`config.mk`:
```
export PLATFORM = sky130hd
export DESIGN_NAME = pipelined_carry_select_adder
export DESIGN_NICKNAME = d
export VERILOG_FILES = /design/src/rtl/pipelined_carry_select_adder.sv
export SDC_FILE = /design/constraint.sdc
export NUM_CORES = 1
export LEC_CHECK = 0
export ABC_CLOCK_PERIOD_IN_PS = 10000
export CORE_ASPECT_RATIO = 0.8
export CORE_MARGIN = 3
export CORE_UTILIZATION = 46
export DETAILED_ROUTE_END_ITERATION = 10
export PLACE_DENSITY = 0.73
export SLEW_MARGIN = 10
export SYNTH_ARGS = -nofsm -noshare
export SYNTH_HDL_FRONTEND = slang
export SYNTH_SLANG_ARGS = --single-unit
```
`constraint.sdc`:
```
create_clock -name clk -period 10 [get_ports clk]
set_clock_uncertainty 0.05 [all_clocks]
set_input_delay 1.5 -clock clk [delete_from_list [all_inputs] [get_ports clk]]
set_output_delay 1.5 -clock clk [all_outputs]
set_load 0.005 [all_outputs]
```
`src/rtl/pipelined_carry_select_adder.sv`:
```
// rtl/pipelined_carry_select_adder.sv - pipelined carry-select adder/subtractor with valid/ready stream
//
// Purpose: adds x + y + carryin (sub=0) or computes x - y (sub=1) over N bits.
// The datapath is cut into STAGES slices of N/STAGES bits; slice k is resolved
// in pipeline stage k using BLOCK-bit carry-select blocks, and its carry-out is
// registered into the next stage. One beat per cycle, latency STAGES cycles.
//
// Ports:
//   clk        rising-edge clock
//   rst_n      asynchronous active-low reset; clears all valid/data/carry state
//   in_valid   operand beat valid
//   in_ready   beat accepted this cycle (low only while the output is stalled)
//   x, y       N-bit operands
//   carryin    carry-in for add; ignored when sub=1
//   sub        0: x + y + carryin, 1: x - y
//   out_valid  result beat valid
//   out_ready  consumer accepts the result this cycle
//   sum        N-bit result
//   carryout   carry out of bit N-1 (no-borrow flag when sub=1)
//   overflow   two's-complement overflow

module pipelined_carry_select_adder #(
    parameter int N      = 32,
    parameter int BLOCK  = 4,
    parameter int STAGES = 2
) (
    input  logic         clk,
    input  logic         rst_n,
    input  logic         in_valid,
    output logic         in_ready,
    input  logic [N-1:0] x,
    input  logic [N-1:0] y,
    input  logic         carryin,
    input  logic         sub,
    output logic         out_valid,
    input  logic         out_ready,
    output logic [N-1:0] sum,
    output logic         carryout,
    output logic         overflow
);

    localparam int SW   = N / STAGES;
    localparam int NBLK = SW / BLOCK;

    logic [N-1:0] ye;
    logic         ce;
    logic         stall;
    logic         advance;

    always_comb begin
        ye = sub ? ~y : y;
        ce = sub | carryin;
    end

    // One global stall: the whole pipe freezes while the result is refused.
    assign stall    = out_valid & ~out_ready;
    assign advance  = ~stall;
    assign in_ready = ~stall;

    for (genvar k = 0; k < STAGES; k++) begin : g_stage
        localparam int LO = k * SW;
        localparam int HI = LO + SW;
        // Register layout: [W-1:N] remaining ye bits, [N-1:HI] remaining x bits,
        // [HI-1:0] finished sum bits. The last stage keeps only the sum.
        localparam int W  = 2 * N - HI;

        logic [N-1:LO] src_x;
        logic [N-1:LO] src_ye;
        logic          src_c;
        logic          src_v;
        logic          src_xs;
        logic          src_ys;
        logic [SW-1:0] s_sl;
        logic          c_sl;
        logic [HI-1:0] sum_lo_d;
        logic [W-1:0]  data_d;
        logic [W-1:0]  data_q;
        logic          valid_d;
        logic          valid_q;
        logic          carry_d;
        logic          carry_q;

        if (k == 0) begin : g_first
            assign src_x    = x;
            assign src_ye   = ye;
            assign src_c    = ce;
            assign src_v    = in_valid & in_ready;
            assign src_xs   = x[N-1];
            assign src_ys   = ye[N-1];
            assign sum_lo_d = s_sl;
        end else begin : g_next
            assign src_x    = g_stage[k-1].data_q[N-1:LO];
            assign src_ye   = g_stage[k-1].data_q[2*N-LO-1:N];
            assign src_c    = g_stage[k-1].carry_q;
            assign src_v    = g_stage[k-1].valid_q;
            assign src_xs   = g_stage[k-1].g_mid.xs_q;
            assign src_ys   = g_stage[k-1].g_mid.ys_q;
            assign sum_lo_d = {s_sl, g_stage[k-1].data_q[LO-1:0]};
        end

        // Each block precomputes both carry-in cases; the rippling block carry
        // only drives the select, so the slice path is one adder plus NBLK muxes.
        always_comb begin : csel
            logic [BLOCK:0] r0;
            logic [BLOCK:0] r1;
            logic           c;
            r0   = '0;
            r1   = '0;
            c    = src_c;
            s_sl = '0;
            for (int j = 0; j < NBLK; j++) begin
                r0 = {1'b0, src_x[LO+j*BLOCK +: BLOCK]} + {1'b0, src_ye[LO+j*BLOCK +: BLOCK]};
                r1 = {1'b0, src_x[LO+j*BLOCK +: BLOCK]} + {1'b0, src_ye[LO+j*BLOCK +: BLOCK]}
                     + {{BLOCK{1'b0}}, 1'b1};
                s_sl[j*BLOCK +: BLOCK] = c ? r1[BLOCK-1:0] : r0[BLOCK-1:0];
                c = c ? r1[BLOCK] : r0[BLOCK];
            end
            c_sl = c;
        end

        always_comb begin
            valid_d = src_v;
            carry_d = c_sl;
        end

        if (k == STAGES - 1) begin : g_last
            logic ovf_d;
            logic ovf_q;

            // s_sl[SW-1] is the final sum sign bit.
            always_comb begin
                data_d = sum_lo_d;
                ovf_d  = (src_xs ^ s_sl[SW-1]) & (src_ys ^ s_sl[SW-1]);
            end

            always_ff @(posedge clk or negedge rst_n) begin
                if (!rst_n) begin
                    ovf_q <= 1'b0;
                end else if (advance) begin
                    ovf_q <= ovf_d;
                end
            end
        end else begin : g_mid
            logic xs_d;
            logic xs_q;
            logic ys_d;
            logic ys_q;

            always_comb begin
                data_d = {src_ye[N-1:HI], src_x[N-1:HI], sum_lo_d};
                xs_d   = src_xs;
                ys_d   = src_ys;
            end

            always_ff @(posedge clk or negedge rst_n) begin
                if (!rst_n) begin
                    xs_q <= 1'b0;
                    ys_q <= 1'b0;
                end else if (advance) begin
                    xs_q <= xs_d;
                    ys_q <= ys_d;
                end
            end
        end

        always_ff @(posedge clk or negedge rst_n) begin
            if (!rst_n) begin
                valid_q <= 1'b0;
                carry_q <= 1'b0;
                data_q  <= '0;
            end else if (advance) begin
                valid_q <= valid_d;
                carry_q <= carry_d;
                data_q  <= data_d;
            end
        end
    end

    assign out_valid = g_stage[STAGES-1].valid_q;
    assign sum       = g_stage[STAGES-1].data_q;
    assign carryout  = g_stage[STAGES-1].carry_q;
    assign overflow  = g_stage[STAGES-1].g_last.ovf_q;

endmodule

```
==> impl_metrics.py, run 1 <==
metrics = {
    "timing": {
        "max_freq_mhz": 187,
        "hold_slack_ns": 0.418,
        "setup_tns_ns": 0,
        "finalHoldViolCount": 0,
        "finalSetupViolations": 0,
        "slew_viol_final": 0,
        "tightest_slew_ns": 1.05,
        "layout_min_cycle_time_ns": 5.36,
        "min_period_over_period": 0.536,
        "max-slew-margin-rel": 0.300,
        "worst_slack_ns": 4.64,
        "rsz0062_at_grt": "no",
    },
    "critical_path": {
        "start_kind": "primary input",
        "critical_path_required_ns": 10.20,
        "crit_slowest_cell": "buf_2",
        "worst_setup_path_end_kind": "flop",
        "worstPathCellList": "buf_2 -> xor2_1 -> ha_1 -> inv_1 -> fa_1 -> inv_1 -> ha_1 -> o21ai_1 -> a211o_1 -> a221o_1 -> nand3_1 -> nand4b_1 -> xnor2_2 -> or4b_1 -> o211ai_1",
        "crit_buf_inv": 3,
        "worstReg2RegStart": "g_stage[0].data_q[16]",
        "arrival_ns": 5.56,
        "crit_path_max_incr_delay_ns": 0.74,
        "critPathTopFamily": "compound AO/OA/AOI/OAI gates",
        "r2r_end": "overflow",
        "worstSetupPathType": "in -> reg",
        "reg2reg_slack_ns": 6.42,
        "path_max_fanout": 36,
        "reg2reg_depth": 11,
    },
    "placement": {
        "place.gp.congestion": 0.824,
        "portBuffers": 105,
        "dp_slack_ns": 4.29,
        "dp_hpwl_um": 7820,
    },
    "clock_network": {
        "clock_latency_ns": 0.34,
        "root_buffer": "clkbuf_16",
        "numCtsBuffers": 9,
        "clk_pin_slew_ns": 0.06,
        "clockBufferDepth": 2,
        "cts.sinks": 85,
        "ctsResizeCount": 0,
        "post_cts_buffers": 0,
        "htreeDepth": 3,
        "tritoncts": "done",
        "hold_buffers": 0,
    },
    "detailed_routing": {
        "drt-initial-drc-count": 200,
        "drtPass1Iterations": 4,
        "met2WireLength_um": 5250,
        "wirelength_um": 10800,
        "top_layer": "met4",
        "drcViolationCount": 0,
        "routedWlPerCell_um": 13.2,
        "vias": 4158,
        "routed_via_density": 5.06,
        "wl_met1_um": 5000,
        "antenna_left": 0,
        "dr_wl_met3_um": 458,
    },
    "worst_hold_path": {
        "hold_class": "reg -> reg",
        "hold_start": "sum[3]",
        "hold_depth": 2,
        "min_to": "sum[3]",
    },
    "cells_and_area": {
        "syn2layout_area_growth_pct": 27.7,
        "diodes": 0,
        "post-route-util": 0.609,
        "fin_nets": 790,
        "drive_gt1_frac": 0.0517,
    },
    "power_and_ir_drop": {
        "p_per_area_nw_per_um2": 212,
        "power.leakage_uw": 0.00305,
        "max-vdd-ir-drop_v": 0.000103,
    },
    "floorplan": {
        "die_x_um": 125,
        "num_rows": 34,
        "core_um2": 11000,
        "initial_utilization": 0.477,
        "io_pins": 106,
        "dieArea_um2": 12700,
        "dieHeight_um": 102,
    },
    "global_routing": {
        "antenna_found_initial": 0,
        "overflow": 0,
        "grt_pass1_wl_um": 18700,
        "grt_use_total": 0.178,
        "first_global_vias": 4198,
        "grt_max_degree": 100,
    },
    "yosys": {
        "yosysMostFrequentCell": "nand2_1",
        "ys_top_cells_by_count": "141 x nand2_1, 85 x dfrtp_1, 41 x xnor2_1",
        "ys_top_cells_by_area": "dfrtp_1 41%, nand2_1 10%, ha_1 9.5%, xnor2_1 6.8%, xor2_1 5.0%",
        "ys_async_sr_fraction": 1.00,
        "synth_seq_cells": 85,
        "avgSynthCellArea_um2": 9.09,
        "synth_top_area_cell": "dfrtp_1",
        "synth_nets": 696,
        "synth_top_cell_area_share": 0.405,
        "netlist_area_um2": 5250,
        "synth_ff_type": "dfrtp_1",
        "seq_area_frac_synth": 0.405,
        "synth.distinct_cells": 49,
        "syn_inst": 578,
        "synth.yosys.warnings": 0,
        "synth_edf_count": 0,
    },
    "outcome": {
        "status": "finished clean",
    },
    "flow_run": {
        "max_cap_viol_count": 0,
    },
}
-- how the worst max path moves through the flow --
stage	cells past startpoint	end	startpoint	slack, ns
3_5_place_dp	15	g_stage[0].data_q[15]	sub	4.29
5_1_grt	15	g_stage[0].data_q[15]	sub	4.29
4_1_cts	15	g_stage[0].data_q[15]	sub	4.63
3_3_place_gp	15	g_stage[0].data_q[15]	sub	4.47
2_1_floorplan	16	g_stage[0].data_q[15]	sub	4.85
6_report	15	g_stage[0].data_q[15]	sub	4.64
-- layout by cell type, fill, tap and decap left out, drive strengths merged, types with 2 or more instances in the layout --
| cell type | count |
|---|---|
| nand2 | 142 |
| clkdlybuf4s50 | 103 |
| dfrtp | 85 |
| xnor2 | 42 |
| ha | 40 |
| o21ai | 39 |
| xor2 | 31 |
| a21oi | 29 |
| nor2 | 28 |
| inv | 26 |
| a21o | 14 |
| clkbuf | 11 |
| nand3 | 10 |
| fa | 8 |
| nor3 | 7 |
| nand2b | 7 |
| nor2b | 7 |
| mux2i | 6 |
| nor4b | 4 |
| buf | 4 |
| nand4 | 3 |
| and3 | 3 |
| mux2 | 3 |
| clkinv | 3 |
| a211o | 2 |
| nand4b | 2 |
| o211ai | 2 |
| a31oi | 2 |
| o311ai | 2 |
| a211oi | 2 |
-- per-layer routing --
layer / vias to the layer above / track usage
met5: - / 0
met4: 0 / 0.0567
met3: 14 / 0.0427
met2: 79 / 0.307
met1: 1963 / 0.224
li1: 2102 / -
-- state kept, by name, summed over array words and instances (netlist names) --
name,flops
g_stage.g_mid.ys_q,1
g_stage.data_q,47
g_stage.carry_q,1
out_valid,1
overflow,1
sum,32
carryout,1
g_stage.valid_q,1
-- metrics by stage --
step	total power [uW]	area, um^2	std cells
2_1_floorplan	854	5250	578
3_3_place_gp	1070	6400	805
3_5_place_dp	1090	6400	805
4_1_cts	1440	6710	821
5_1_grt	1530	6710	821
6_report	1420	6710	821
-- power by group --
part           switching [uW]  leakage [uW]  internal [uW]  total [uW]
Clock                     136      0.000146            201         336
Combinational             269       0.00190            302         571
Sequential               62.1       0.00101            450         512
Total                     467       0.00305            952        1420
-- area by class of cell --
type	count	area, um^2
Clock inverter	5	60.1
Inverter	26	97.6
Sequential cell	85	2130
Tap cell	144	180
Clock buffer	11	243
Multi-Input combinational cell	443	2940
Timing Repair Buffer	107	1060
Fill cell	959	4310
-- cell families after synthesis --
kind of cell	after synthesis	share of synthesized area
xor+xnor	73	0.125
mux	9	0.0186
buf+inv	50	0.0362
compound gates	95	0.108
flops	85	0.405
fa+ha+maj	48	0.126
simple gates	218	0.182
-- worst reg2reg max path: stages (launching register included) --
cell and delay, ns:
dfrtp_1 0.38, ha_1 0.24, fa_1 0.54, ha_1 0.20
nand3_2 0.11, or4_4 0.53, a21oi_2 0.24, mux2_4 0.33
a211oi_2 0.25, xnor2_1 0.14, or3_1 0.32, a31oi_1 0.16
No activity file was read; power rests on OpenSTA's default activity.
==> inputs of run 2 (changes only) <==
- ABC_CLOCK_PERIOD_IN_PS: 10000 -> 5300
- clock period: 10 -> 5.3 ns (I/O delays scaled with it)
==> impl_metrics.py, run 2 (same netlist as run 1, synthesis figures left out) <==
metrics = {
    "outcome": {
        "status": "finished clean",
    },
    "critical_path": {
        "crit_slowest_cell": "clkdlybuf4s50_1",
        "path_max_fanout": 7,
        "critical_path_required_ns": 5.49,
        "r2r_end": "overflow",
        "arrival_ns": 4.47,
        "start_kind": "primary input",
        "reg2reg_slack_ns": 1.75,
        "crit_path_max_incr_delay_ns": 0.49,
        "worstReg2RegStart": "g_stage[0].data_q[16]",
        "worstSetupPathType": "in -> reg",
        "crit_buf_inv": 3,
        "reg2reg_depth": 11,
        "critPathTopFamily": "compound AO/OA/AOI/OAI gates",
        "worst_setup_path_end_kind": "flop",
        "worstPathCellList": "clkdlybuf4s50_1 -> xor2_1 -> ha_1 -> inv_1 -> fa_1 -> inv_1 -> ha_1 -> o21ai_1 -> a211o_1 -> a221o_1 -> nand3_1 -> nand4b_1 -> xnor2_2 -> or4b_1 -> o211ai_1",
    },
    "power_and_ir_drop": {
        "p_per_area_nw_per_um2": 404,
        "p_switching_uw": 875,
        "power.leakage_uw": 0.00307,
        "p_int_uw": 1840,
        "seqPwrFrac": 0.355,
        "share_comb_of_total_power": 0.400,
        "swShare": 0.322,
        "max-vdd-ir-drop_v": 0.000177,
        "pwr-share-clk": 0.246,
    },
    "detailed_routing": {
        "antenna_left": 0,
        "routed_via_density": 5.03,
        "drtPass1Iterations": 4,
        "routedWlPerCell_um": 13.5,
        "wirelength_um": 11100,
        "drcViolationCount": 0,
        "drt-initial-drc-count": 151,
        "vias": 4133,
    },
    "clock_network": {
        "root_buffer": "clkbuf_16",
        "clockBufferDepth": 2,
        "post_cts_buffers": 0,
        "hold_buffers": 0,
        "numCtsBuffers": 9,
        "ctsResizeCount": 0,
        "htreeDepth": 3,
        "tritoncts": "done",
        "cts.sinks": 85,
        "clock_latency_ns": 0.34,
        "clk_pin_slew_ns": 0.06,
    },
    "cells_and_area": {
        "diodes": 0,
        "syn2layout_area_growth_pct": 28.1,
        "layout.cells.non_filler": 821,
        "fin_nets": 791,
        "layout_commonest_cell": "nand2_1",
        "post-route-util": 0.610,
        "drive_gt1_frac": 0.0532,
        "final_cell_mix": "141 x nand2_1, 103 x clkdlybuf4s50_1, 85 x dfrtp_1, 41 x xnor2_1, 40 x ha_1",
        "top_register": "g_stage.data_q",
        "largest_reg_flops": 47,
    },
    "floorplan": {
        "core_um2": 11000,
        "dieHeight_um": 102,
        "die_x_um": 125,
        "io_pins": 106,
        "num_rows": 34,
        "initial_utilization": 0.477,
        "dieArea_um2": 12700,
    },
    "worst_hold_path": {
        "hold_class": "reg -> reg",
        "min_to": "sum[5]",
        "hold_depth": 2,
        "hold_start": "sum[5]",
    },
    "global_routing": {
        "antenna_found_initial": 0,
        "grt_use_total": 0.180,
        "overflow": 0,
        "grt_max_degree": 99,
        "grt_pass1_wl_um": 18900,
        "first_global_vias": 4187,
    },
    "flow_run": {
        "max_cap_viol_count": 0,
    },
    "timing": {
        "finalSetupViolations": 0,
        "max-slew-margin-rel": 0.286,
        "max_freq_mhz": 234,
        "slew_viol_final": 0,
        "finalHoldViolCount": 0,
        "setup_tns_ns": 0,
        "layout_min_cycle_time_ns": 4.27,
        "tightest_slew_ns": 1.07,
        "rsz0062_at_grt": "no",
        "hold_slack_ns": 0.413,
        "min_period_over_period": 0.807,
    },
    "placement": {
        "dp.cells": 806,
        "place.gp.congestion": 0.856,
        "dp_hpwl_um": 8150,
        "portBuffers": 105,
    },
}
run 2: how the worst max path moves through the flow:
stage	from	to	slack, ns	cells after the start
2_1_floorplan	sub	g_stage[0].data_q[15]	0.86	16
3_3_place_gp	y[0]	g_stage[0].data_q[15]	0.87	15
3_5_place_dp	y[0]	g_stage[0].data_q[15]	0.69	15
4_1_cts	y[0]	g_stage[0].data_q[15]	1.01	15
5_1_grt	y[0]	g_stage[0].data_q[15]	0.78	15
6_report	y[0]	g_stage[0].data_q[15]	1.03	15
run 2: per-layer routing:
layer,wire length (um),track usage,part of all wire
met5,0,0,0
met4,102,0.0425,0.0092
met1,5060,0.227,0.46
met3,450,0.0443,0.041
met2,5480,0.315,0.49
run 2: metrics by stage:
stage / cell area (um^2) / power (uW) / setup WS, ns
after floorplan: 5250 / 1610 / 0.856
final: 6730 / 2720 / 1.03
after global placement: 6410 / 2020 / 0.871
after CTS: 6730 / 2750 / 1.01
after global routing: 6730 / 2920 / 0.783
after detailed placement: 6410 / 2070 / 0.688
run 2: area by class of cell:
cell class	count	area (um^2)
multi-input cells	443	2940
flip-flops and latches	85	2130
well taps	144	180
clock inverters	5	75.1
fillers	952	4290
clock buffers	10	239
inverters	26	97.6
repair buffers	108	1070
run 2: worst register-to-register path, cell delays in order, from the launching register on:
cell and delay (ns):
dfrtp_1 0.38, ha_1 0.24, fa_1 0.54, ha_1 0.21, nand3_2 0.11, or4_4 0.52, a21oi_2 0.24, mux2_4 0.33
a211oi_2 0.24, xnor2_1 0.13, or3_1 0.32, a31oi_1 0.16
run 2: power groups by stage:
stage / sequential [uW] / combinational (uW) / clock, uW
global placement: 969 / 1050 / 0
detailed placement: 976 / 1090 / 0
CTS: 965 / 1100 / 681
floorplan: 964 / 647 / 0
finish: 963 / 1080 / 668
global route: 992 / 1220 / 707
==> inputs of run 3 (changes only) <==
- ABC_CLOCK_PERIOD_IN_PS: 5300 -> 4310
- clock period: 5.3 -> 4.31 ns (I/O delays scaled with it)
==> impl_metrics.py, run 3 (same netlist as run 1, synthesis figures left out) <==
metrics = {
    "global_routing": {
        "first_global_vias": 4209,
        "grt_max_degree": 99,
        "grt_pass1_wl_um": 19200,
        "grt_use_total": 0.182,
        "antenna_found_initial": 0,
        "overflow": 0,
    },
    "timing": {
        "rsz0062_at_grt": "no",
        "worst_slack_ns": 0.234,
        "tightest_slew_ns": 1.06,
        "layout_min_cycle_time_ns": 4.08,
        "finalSetupViolations": 0,
        "max-slew-margin-rel": 0.290,
        "max_freq_mhz": 245,
        "min_period_over_period": 0.946,
        "slew_viol_final": 0,
        "finalHoldViolCount": 0,
    },
    "clock_network": {
        "numCtsBuffers": 9,
        "hold_buffers": 0,
        "post_cts_buffers": 0,
        "root_buffer": "clkbuf_16",
        "tritoncts": "done",
        "clock_latency_ns": 0.34,
        "cts.sinks": 85,
        "clockBufferDepth": 2,
        "ctsResizeCount": 0,
        "clk_pin_slew_ns": 0.06,
        "htreeDepth": 3,
    },
    "placement": {
        "dp_slack_ns": -0.0269,
        "portBuffers": 105,
        "place.gp.congestion": 0.871,
        "dp.cells": 808,
        "dp_hpwl_um": 7950,
    },
    "cells_and_area": {
        "top_register": "g_stage.data_q",
        "drive_gt1_frac": 0.0574,
        "fin_nets": 793,
        "seq_area_um2": 2130,
        "largest_reg_flops": 47,
        "layout_commonest_cell": "nand2_1",
        "multi_input_area_um2": 2940,
        "diodes": 0,
        "syn2layout_area_growth_pct": 28.3,
        "fillers": 972,
        "layout.cells.non_filler": 824,
        "final_cell_mix": "141 x nand2_1, 103 x clkdlybuf4s50_1, 85 x dfrtp_1, 41 x xnor2_1, 40 x ha_1",
    },
    "detailed_routing": {
        "drtPass1Iterations": 4,
        "wirelength_um": 11000,
        "routedWlPerCell_um": 13.3,
        "met2WireLength_um": 5370,
        "dr_wl_met3_um": 522,
        "vias": 4108,
        "top_layer": "met4",
        "wl_met1_um": 4950,
        "drcViolationCount": 0,
        "routed_via_density": 4.99,
        "drt-initial-drc-count": 202,
        "antenna_left": 0,
    },
    "critical_path": {
        "start_kind": "primary input",
        "critPathTopFamily": "compound AO/OA/AOI/OAI gates",
        "crit_buf_inv": 3,
        "path_max_fanout": 5,
        "critical_path_required_ns": 4.51,
        "crit_path_max_incr_delay_ns": 0.49,
        "crit_cells": 15,
        "reg2reg_depth": 11,
        "r2r_end": "overflow",
        "worstPathCellList": "clkdlybuf4s50_1 -> xor2_1 -> ha_1 -> inv_1 -> fa_1 -> inv_1 -> ha_1 -> o21ai_1 -> a211o_1 -> a221o_1 -> nand3_1 -> nand4b_1 -> xnor2_2 -> or4b_1 -> o211ai_1",
        "crit_slowest_cell": "clkdlybuf4s50_1",
        "worst_setup_path_end_kind": "flop",
        "arrival_ns": 4.28,
        "worstReg2RegStart": "g_stage[0].data_q[20]",
        "worstSetupPathType": "in -> reg",
        "reg2reg_slack_ns": 0.76,
    },
    "worst_hold_path": {
        "hold_class": "reg -> reg",
        "min_to": "g_stage[0].valid_q",
        "hold_depth": 2,
        "hold_start": "g_stage[0].valid_q",
    },
    "floorplan": {
        "core_um2": 11000,
        "dieHeight_um": 102,
        "dieArea_um2": 12700,
        "io_pins": 106,
        "initial_utilization": 0.477,
        "die_x_um": 125,
        "num_rows": 34,
    },
    "power_and_ir_drop": {
        "p_per_area_nw_per_um2": 493,
        "max-vdd-ir-drop_v": 0.000240,
        "power.leakage_uw": 0.00308,
    },
    "flow_run": {
        "max_cap_viol_count": 0,
    },
    "outcome": {
        "status": "finished clean",
    },
}
-- run 3: cell types whose count changed in the layout (fill, tap and decap cells not counted), sizes merged --
cell,before,now
buf,5,7
bufinv,2,1
clkbuf,10,12
-- run 3: worst register-to-register path: cells and delay by family, from the launching register on --
family	cells	cell delay, ns
compound gates	4	0.80
xor+xnor	2	0.47
fa+ha+maj	2	0.65
flops	1	0.38
mux	1	0.33
simple gates	2	0.79
-- run 3: how the worst max path moves through the flow --
stage | start | to | slack, ns
3_5_place_dp | y[0] | g_stage[0].data_q[15] | -0.03
4_1_cts | y[0] | g_stage[0].data_q[15] | 0.23
5_1_grt | y[0] | g_stage[0].data_q[15] | 0.03
3_3_place_gp | y[0] | g_stage[0].data_q[15] | 0.18
6_report | y[0] | g_stage[0].data_q[15] | 0.23
2_1_floorplan | sub | g_stage[0].data_q[15] | 0.01
-- run 3: layout make-up --
type                       count  share of cell area
clock buffer                  12              0.0395
inverter                      26              0.0145
multi-input combinational    443               0.437
timing repair buffer         110               0.160
sequential                    85               0.316
tap                          144              0.0267
clock inverter                 4             0.00668
-- run 3: routing by layer --
metal	vias to the layer above	track usage
met5	-	0
met4	0	0.0517
met3	13	0.0517
met2	75	0.313
met1	1909	0.229
li1	2111	-
-- run 3: metrics by stage --
step	instance area [um^2]	util	hold slack, ns	setup TNS, ns	total power (uW)
finish	6740	0.612	0.410	0	3320
global route	6740	0.612	0.445	0	3580
global placement	6430	0.583	0.392	0	2490
floorplan	5250	-	0.301	0	1980
detailed placement	6430	0.583	0.399	-0.0269	2540
CTS	6740	0.612	0.412	0	3360
-- run 3: where the power goes --
part / switching [uW] / internal, uW
Clock: 306 / 493
Combinational: 630 / 707
Sequential: 141 / 1040
Total: 1080 / 2240
